**config.mk**
```make
export PLATFORM = sky130hd
export DESIGN_NAME = exec_stim_gen
export DESIGN_NICKNAME = d
export VERILOG_FILES = /design/src/rtl/exec_stim_gen.sv
export SDC_FILE = /design/constraint.sdc
export NUM_CORES = 1
export LEC_CHECK = 0
export ABC_AREA = 0
export CORE_ASPECT_RATIO = 0.9
export CORE_MARGIN = 5
export CORE_UTILIZATION = 55
export DETAILED_ROUTE_END_ITERATION = 7
export PLACE_DENSITY_LB_ADDON = 0.05
export SYNTH_ARGS = -nofsm -noshare
export SYNTH_HDL_FRONTEND = slang
export SYNTH_SLANG_ARGS = --single-unit
```
**constraint.sdc**
```tcl
create_clock -name clk -period 9.3 [get_ports clk]
set_input_delay 0.93 -clock clk [delete_from_list [all_inputs] [get_ports clk]]
set_output_delay 0.93 -clock clk [all_outputs]
set_load 0.03 [all_outputs]
```
**src/rtl/exec_stim_gen.sv**
```systemverilog
// Stand-in for the EXEC unit during IFD validation: drives the stall / PC_value
// handshake with fixed, LFSR-random or sweep spacing through main, jump and tail phases.
module exec_stim_gen #(
   parameter int                    ADDR_WIDTH = 12,
   parameter logic [ADDR_WIDTH-1:0] START_PC   = 12'o200,
   parameter logic [ADDR_WIDTH-1:0] JUMP_PC    = 12'h080,
   parameter int                    NUM_STEPS  = 1000,
   parameter int                    TAIL_STEPS = 5,
   parameter int                    MAX_DELAY  = 15,
   parameter int                    MIN_GAP    = 2,
   parameter int                    DW         = $clog2(MAX_DELAY + 1)
) (
   input  logic                  clk,
   input  logic                  reset,
   input  logic                  start,
   input  logic                  pause,
   input  logic [1:0]            delay_mode,
   input  logic [DW-1:0]         fixed_delay,
   input  logic [15:0]           seed,
   output logic                  stall,
   output logic [ADDR_WIDTH-1:0] PC_value,
   output logic                  busy,
   output logic                  done,
   output logic [31:0]           step_count
);
   // state     | meaning
   // IDLE      | after reset, waiting for start
   // WAIT_A    | stall edge issued, counting the gap before the PC advance
   // WAIT_B    | PC advanced, counting the gap before next stall edge / jump / done
   // JUMP_WAIT | PC_value = JUMP_PC with stall low, counting the gap
   // TAIL_GAP  | stall high for exactly one cycle before the tail phase
   // DONE      | run complete, outputs hold until the next start
   typedef enum logic [2:0] {
      IDLE      = 3'd0,
      WAIT_A    = 3'd1,
      WAIT_B    = 3'd2,
      JUMP_WAIT = 3'd3,
      TAIL_GAP  = 3'd4,
      DONE      = 3'd5
   } state_t;

   localparam int             TW      = $clog2(MAX_DELAY + MIN_GAP + 1);
   localparam logic [DW-1:0]  D_MAX   = DW'(MAX_DELAY - 1);
   localparam logic [TW-1:0]  GAP_OFS = TW'(MIN_GAP - 1);
   localparam logic [31:0]    MAIN_N  = 32'(NUM_STEPS);
   localparam logic [31:0]    TOTAL_N = 32'(NUM_STEPS + TAIL_STEPS);

   state_t          state;
   logic            tail;
   logic [TW-1:0]   timer;
   logic [15:0]     lfsr;
   logic [DW-1:0]   sweep;

   logic [15:0]     seed_eff;
   logic [15:0]     lfsr_src;
   logic [15:0]     lfsr_adv;
   logic [15:0]     lfsr_draw;
   logic [DW-1:0]   sweep_draw;
   logic [DW-1:0]   d_cur;
   logic [TW-1:0]   gap_load;
   logic            idle_like;
   logic            expired;
   logic            more_steps;

   // A start draws from the freshly reloaded seed, so the draw source switches there.
   always_comb begin
      seed_eff   = (seed == 16'h0) ? 16'hACE1 : seed;
      idle_like  = (state == IDLE) || (state == DONE);
      lfsr_src   = idle_like ? seed_eff : lfsr;
      lfsr_adv   = (lfsr_src >> 1) ^ (lfsr_src[0] ? 16'hB400 : 16'h0000);
      expired    = (timer == '0);
      more_steps = tail ? (step_count != TOTAL_N) : (step_count != MAIN_N);
      lfsr_draw  = lfsr_src;
      sweep_draw = sweep;
      d_cur      = '0;
      case (delay_mode)
         2'd1: begin
            d_cur     = DW'(lfsr_src % 16'(MAX_DELAY));
            lfsr_draw = lfsr_adv;
         end
         2'd2: begin
            d_cur      = sweep;
            sweep_draw = (sweep == D_MAX) ? '0 : sweep + DW'(1);
         end
         default: d_cur = (fixed_delay > D_MAX) ? D_MAX : fixed_delay;
      endcase
      gap_load = TW'(d_cur) + GAP_OFS;
   end

   always_ff @(posedge clk) begin
      if (reset) begin
         state      <= IDLE;
         stall      <= 1'b1;
         PC_value   <= START_PC;
         busy       <= 1'b0;
         done       <= 1'b0;
         step_count <= '0;
         tail       <= 1'b0;
         timer      <= '0;
         lfsr       <= seed_eff;
         sweep      <= '0;
      end else if (!pause) begin
         if (!expired) timer <= timer - TW'(1);
         case (state)
            IDLE, DONE: begin
               if (start) begin
                  step_count <= '0;
                  done       <= 1'b0;
                  busy       <= 1'b1;
                  tail       <= 1'b0;
                  stall      <= 1'b0;
                  lfsr       <= lfsr_draw;
                  sweep      <= sweep_draw;
                  timer      <= gap_load;
                  if (NUM_STEPS == 0) begin
                     PC_value <= JUMP_PC;
                     state    <= JUMP_WAIT;
                  end else begin
                     PC_value <= START_PC;
                     state    <= WAIT_A;
                  end
               end
            end
            WAIT_A: begin
               if (expired) begin
                  PC_value   <= PC_value + ADDR_WIDTH'(1);
                  step_count <= step_count + 32'd1;
                  lfsr       <= lfsr_draw;
                  sweep      <= sweep_draw;
                  timer      <= gap_load;
                  state      <= WAIT_B;
               end
            end
            WAIT_B: begin
               if (expired) begin
                  if (more_steps) begin
                     stall <= ~stall;
                     lfsr  <= lfsr_draw;
                     sweep <= sweep_draw;
                     timer <= gap_load;
                     state <= WAIT_A;
                  end else if (!tail) begin
                     stall    <= 1'b0;
                     PC_value <= JUMP_PC;
                     lfsr     <= lfsr_draw;
                     sweep    <= sweep_draw;
                     timer    <= gap_load;
                     state    <= JUMP_WAIT;
                  end else begin
                     busy  <= 1'b0;
                     done  <= 1'b1;
                     state <= DONE;
                  end
               end
            end
            JUMP_WAIT: begin
               if (expired) begin
                  stall <= 1'b1;
                  if (TAIL_STEPS == 0) begin
                     busy  <= 1'b0;
                     done  <= 1'b1;
                     state <= DONE;
                  end else begin
                     state <= TAIL_GAP;
                  end
               end
            end
            TAIL_GAP: begin
               stall <= 1'b0;
               tail  <= 1'b1;
               lfsr  <= lfsr_draw;
               sweep <= sweep_draw;
               timer <= gap_load;
               state <= WAIT_A;
            end
            default: state <= IDLE;
         endcase
      end
   end

endmodule

```
# ---- Word-level counts from Yosys, hierarchy flattened
# Index checks and enable logic that the tools add are counted.
dict set report totals {
  ff_bits 76
  wordCells 125
  output_inout_bits 47
  in_bits 26
}
dict set report op_classes {
  n_addsub 5
  bitwise_logic 3
  n_reduce_logical 20
  div 1
  order_cmp 1
  muxes 62
  n_eq_ne 23
}
# op n
set ops {}
lappend ops {{$mux W16} 11}
lappend ops {{$mux W32} 2}
lappend ops {{$ne A32 B10 Y1 const B} 2}
lappend ops {{$pmux W16 S4} 1}
lappend ops {{$pmux W32 S2} 1}
lappend ops {{$mux W12} 5}
lappend ops {{$pmux W12 S3} 1}
lappend ops {{$add A32 B1 Y32 const B} 1}
lappend ops {{$mux W4} 8}
lappend ops {{$mux W5} 6}
lappend ops {{$reduce_and A6 Y1} 4}
lappend ops {{$pmux W5 S4} 1}
lappend ops {{$mux W3} 6}
lappend ops {{$logic_not A16 Y1} 1}
lappend ops {{$mod A16 B4 Y16 const B} 1}
lappend ops {{$ne A2 B2 Y1 const B} 8}
lappend ops {{$pmux W4 S4} 1}
lappend ops {{$xor A15 B16 Y16} 1}
lappend ops {{$pmux W3 S5} 1}
lappend ops {{$mux W1} 13}
lappend ops {{$add A12 B1 Y12 const B} 1}
lappend ops {{$ne A3 B3 Y1 const B} 4}
lappend ops {{$pmux W4 S2} 1}
lappend ops {{$reduce_bool A4 Y1} 2}
lappend ops {{other kinds (25)} 32}

# ---- Logic depth before layout (Yosys ltp)
# Gate-level depths: netlist of run 1.
dict set report logic_depth {
  ltp_word 12
  mapped_depth 37
  ltp_nobuf 35
}

# ---- Worst setup path after synthesis of run 1
# No wires, ideal clock.
dict set report synth_timing {
  path_type {input -> register}
  startpoint {in seed[12]}
  endpoint {reg timer[2]}
  stages 36
  path_slack_ns 0.716
  t_arrival_ns 8.511
  n_path_buf 1
  t_required_ns 9.227
  setup_time_ns 0.073
  path_cell_list {buf_6 nor4_4 nand4_4 o311ai_4 mux2_4 a211oi_4 o21a_1 o21ai_1 or4_1 o21ai_2 a32oi_2 nor2_1 mux2i_2 o22a_1 a41o_1 nand2_2 or4_1 o211ai_4 ha_1 inv_1 a21oi_1 o21ai_1 and3_1 or2_2 ha_1 nand2_1 a31o_2 a211oi_4 o31ai_2 nand3b_1 a31oi_1 ha_1 inv_1 and4_1 o31a_1 nor3_2}
}
dict set report synth_between {
  elab_chain_cells 10
  elab_cells_between_ends 12
  cone_classes {1 x add/sub; 1 x div; 9 x mux; 1 x reduce/logical}
}
# element line
set synth_lines {}
lappend synth_lines {{from (decl)} 19} ;# input logic [15:0] seed,
lappend synth_lines {{$logic_not A16 Y1} 67} ;# seed_eff = (seed == 16'h0) ? 16'hACE1 : seed;
lappend synth_lines {{$mux W16 *} 67}
lappend synth_lines {{$mux W16 *} 69} ;# lfsr_src = idle_like ? seed_eff : lfsr;
lappend synth_lines {{$mod A16 B4 Y16 *} 78} ;# d_cur = DW'(lfsr_src % 16'(MAX_DELAY));
lappend synth_lines {{$pmux W4 S2 *} 76} ;# case (delay_mode)
lappend synth_lines {{$add A4 B1 Y5 *} 87} ;# gap_load = TW'(d_cur) + GAP_OFS;
lappend synth_lines {{$mux W5} 142} ;# end else if (!tail) begin
lappend synth_lines {{$mux W5} 136} ;# if (more_steps) begin
lappend synth_lines {{$mux W5} 135} ;# if (expired) begin
lappend synth_lines {{$pmux W5 S4 *} 104} ;# case (state)
lappend synth_lines {{to (signal assigned)} 103} ;# if (!expired) timer <= timer - TW'(1);
lappend synth_lines {{to (signal assigned)} 140} ;# timer <= gap_load;
lappend synth_lines {{to (signal assigned)} 147} ;# timer <= gap_load;
lappend synth_lines {{to (decl)} 50} ;# logic [TW-1:0] timer;
# Mark *: on every way between the ends. The rest lies on a longest branch, timed or not.
# A chain may end at the register's enable or synchronous reset.

# ---- Worst setup path after layout of run 1
dict set report layout_timing {
  startpoint {in seed[14]}
  endpoint {reg timer[2]}
}
# Same word-level chain as after synthesis.

==> results of run 1 <==
[metal layers]
metal | GRT usage (%) | wire, um | vias up
met1 | 33.5 | 8560 | 3264
li1 | - | - | 3380
met4 | 10.0 | 590 | 0
met3 | 3.84 | 1140 | 58
met2 | 42.1 | 8740 | 287
met5 | 0 | 0 | -
[power by group through the flow]
stage          clock, uW  combinational [uW]  sequential [uW]
6_report             370                1400              375
5_1_grt              386                1500              377
4_1_cts              374                1250              374
3_5_place_dp           0                1240              381
3_3_place_gp           0                1210              380
2_1_floorplan          0                 976              377
[cell type report]
type | instances | area share, %
flip-flops and latches | 76 | 20.5
multi-input cells | 721 | 59.5
well taps | 160 | 2.44
clock inverters | 5 | 0.703
repair buffers | 115 | 12.8
clock buffers | 11 | 3.10
inverters | 20 | 0.916
[cells by family (layout without fill, tap and decap cells)]
kind of cell	Yosys count	in the layout
xor gates and xnor gates	47	47
DFF	76	76
AOI/OAI and AO/OA	267	267
buffers and inverters	58	151
muxes	15	15
adders and majority gates	9	9
and+or+nand+nor	383	383
[state kept, by name, summed over array words and instances (netlist names), 3 cells and up]
signal	count
step_count	32
lfsr	16
PC_value	12
timer	5
sweep	4
state	3
[timing repair]
action | CTS | global route
hold endpoints to repair | 0 | 0
setup buffers | 0 | 14
gates resized for setup | 0 | 41
endpoints found under the setup margin | 0 | 5
[synthesized netlist by cell type, drive strengths merged, types with 12 or more instances]
cell type | n | area share (%)
nor2 | 105 | 6.1
nand2 | 96 | 5.6
a21oi | 68 | 5.3
dfxtp | 60 | 18
o21ai | 57 | 4.4
nor3 | 32 | 2.8
clkbuf | 30 | 1.7
xor2 | 29 | 4.1
nand3 | 28 | 2.1
nand4 | 23 | 2.6
inv | 20 | 1.1
xnor2 | 18 | 2.5
a211oi | 17 | 2.4
edfxtp | 16 | 7.3
nor4 | 15 | 2.1
a21o | 14 | 1.6
a31oi | 14 | 1.7
and3 | 14 | 1.3
o211ai | 14 | 1.8
and2 | 13 | 1.2
mux2i | 13 | 2.1
or3 | 12 | 1.1
[stage by stage]
step / util, % / worst slack [ns] / hold WS, ns / instance area, um^2
final: 68.9 / 0.262 / 0.457 / 8190
after global routing: 68.9 / -0.114 / 0.494 / 8190
after CTS: 66.1 / 0.0462 / 0.461 / 7860
after detailed placement: 63.5 / -0.285 / 0.450 / 7550
after global placement: 63.5 / 0.0508 / 0.450 / 7550
after floorplan: - / 0.716 / 0.480 / 6590
[critical path: cells and delay by family]
family / cells / cell delay (ns)
compound gates: 19 / 3.91
simple gates: 10 / 2.16
buf+inv: 7 / 1.31
fa+ha+maj: 3 / 0.62
mux: 1 / 0.34
[path summary, 6_finish.rpt]
kind / from / end
worst max-delay path: seed[14] / timer[2]$_SDFFE_PP0N_
worst min-delay path: busy$_SDFFE_PP0P_ / busy$_SDFFE_PP0P_
worst max register to register: state[2]$_SDFFE_PP0P_ / timer[2]$_SDFFE_PP0N_
worst min register to register: busy$_SDFFE_PP0P_ / busy$_SDFFE_PP0P_
==> flow_summary_export.csv, run 1 <==
group,metric,value,unit
critical_path,worst_r2r_path_depth,37,
sta,finalHoldViolCount,0,
power,pwr-share-seq,17.5,%
synth,synth_seq_cells,76,
floorplan,design.core.area,0.0119,mm^2
power,p_comb_share,65.2,%
hold_path,hold_depth,2,
critical_path,cp-start-kind,"input port",
critical_path,cp_max_fo,7,
final_layout,final_net_count,977,
detailed_routing,via_per_inst,6.31,
floorplan,start_util,55.4,%
synth,syn_area_per_cell,7.70,um^2
synth,synthDistinctLibCells,102,
global_route,grt_pass1_vias,6479,
detailed_routing,route.detailed.drc,0,
final_layout,num_antenna_cells,0,
final_layout,layout_commonest_cell,"nor2_1",
critical_path,critPathRequiredTime,9.56,ns
power,clkPwrFrac,17.3,%
clock_tree,cts_buffer_depth,2,
power,power.internal,1140,uW
sta,fmax,111,MHz
floorplan,io_pins,73,
synth,yosys.area_share.adder,1.67,%
global_route,antenna_found_initial,0,
power,power,2140,uW
critical_path,reg2reg_setup_slack,0.54,ns
critical_path,cp-end-kind,"flip-flop",
critical_path,cp_common_cell,"buf_4",
synth,seq_area_frac_synth,25.5,%
detailed_routing,drt_wl_total,19.0,mm
clock_tree,cts_tree,"yes",
job,cap_viol_max_count,0,
final_layout,most-common-layout-cells,"nor2_1 (101), nand2_1 (90), clkdlybuf4s50_1 (68)",
synth,ys.flop_type,"dfxtp_1",
power,powerDensity,261,mW/mm^2
critical_path,worstSetupPathType,"in2reg",
detailed_routing,wl_per_cell,17.2,um
synth,synthMuxAreaShare,2.49,%
final_layout,drive_gt1_share,15.1,%
clock_tree,ctsHtreeMaxLevel,3,
detailed_routing,drt_iter0_drc,554,
power,irDropWorstVdd,0.158,mV
floorplan,die_h,114,um
sta,tns,0,ns
synth,syn_inst,855,
place,dp.final_hpwl,13.6,mm
clock_tree,clock_latency,0.34,ns
sta,fin_crit_sh,97.2,%
power,p_switching,1000,uW
global_route,grt_start_max_net_pins,55,
final_layout,multi_input_area,0.00488,mm^2
sta,relSlewSlack,22.6,%
synth,synth_xor_area_share,6.65,%
power,p_sw_share,46.7,%
global_route,grt_pass1_wl,30.8,mm
global_route,grt-ovfl-total,0,
clock_tree,clk_pin_slew,0.06,ns
global_route,grt.total_usage,25.4,%
synth,syn_area,0.00659,mm^2
floorplan,dieArea,0.0143,mm^2
clock_tree,numCtsBuffers,9,
sta,worst_pin_slew,1.16,ns
final_layout,instances_no_fill,1108,
clock_tree,hold_buffers,0,
final_layout,fillers,966,
sta,setup_viol,0,
synth,yosys.area_share.simple,30.3,%
critical_path,cp_data_arrival_time,9.30,ns
synth,synth_warnings,0,
place,place_congestion,0.894,
synth,synth_top_family_by_area,"simple AND/OR/NAND/NOR gates",
detailed_routing,route.vias.total,6989,
synth,synth-compound-area-share,29.7,%
place,port_buffers,72,
synth,synth_edf_count,16,
sta,fin_skew,0.00799,ns
final_layout,area_growth,24.4,%
sta,slew_viol_final,0,
power,power_leakage,0.00295,uW
critical_path,cp_slowest_cell,"or4_4",
critical_path,cp_slowest_stage_delay,0.54,ns
final_layout,ff_latch_area,0.00168,mm^2
place,dp_cells,1078,
synth,ys_async_sr_fraction,0,%
detailed_routing,ant_nets,0,
hold_path,worstHoldPathType,"reg2reg",
floorplan,num_rows,38,
status,status,"completed",
synth,synth.net_count,889,
sta,min_period,9.04,ns
floorplan,dieWidth,125,um
clock_tree,root_buffer,"clkbuf_16",
detailed_routing,firstDrtPassIters,5,
clock_tree,cts.sinks,76,
Power figures use the tool's default switching activity.
==> run 2, diff against run 1 <==
--- a/constraint.sdc
+++ b/constraint.sdc
@@ -3,2 +3,2 @@
 set_output_delay 0.93 -clock clk [all_outputs]
-set_load 0.03 [all_outputs]
+set_load 0.1 [all_outputs]
==> results of run 2 <==
The final DEF is identical to that of run 1. Status: completed.
Among the figures that moved: total power 2140 uW -> 2160 uW
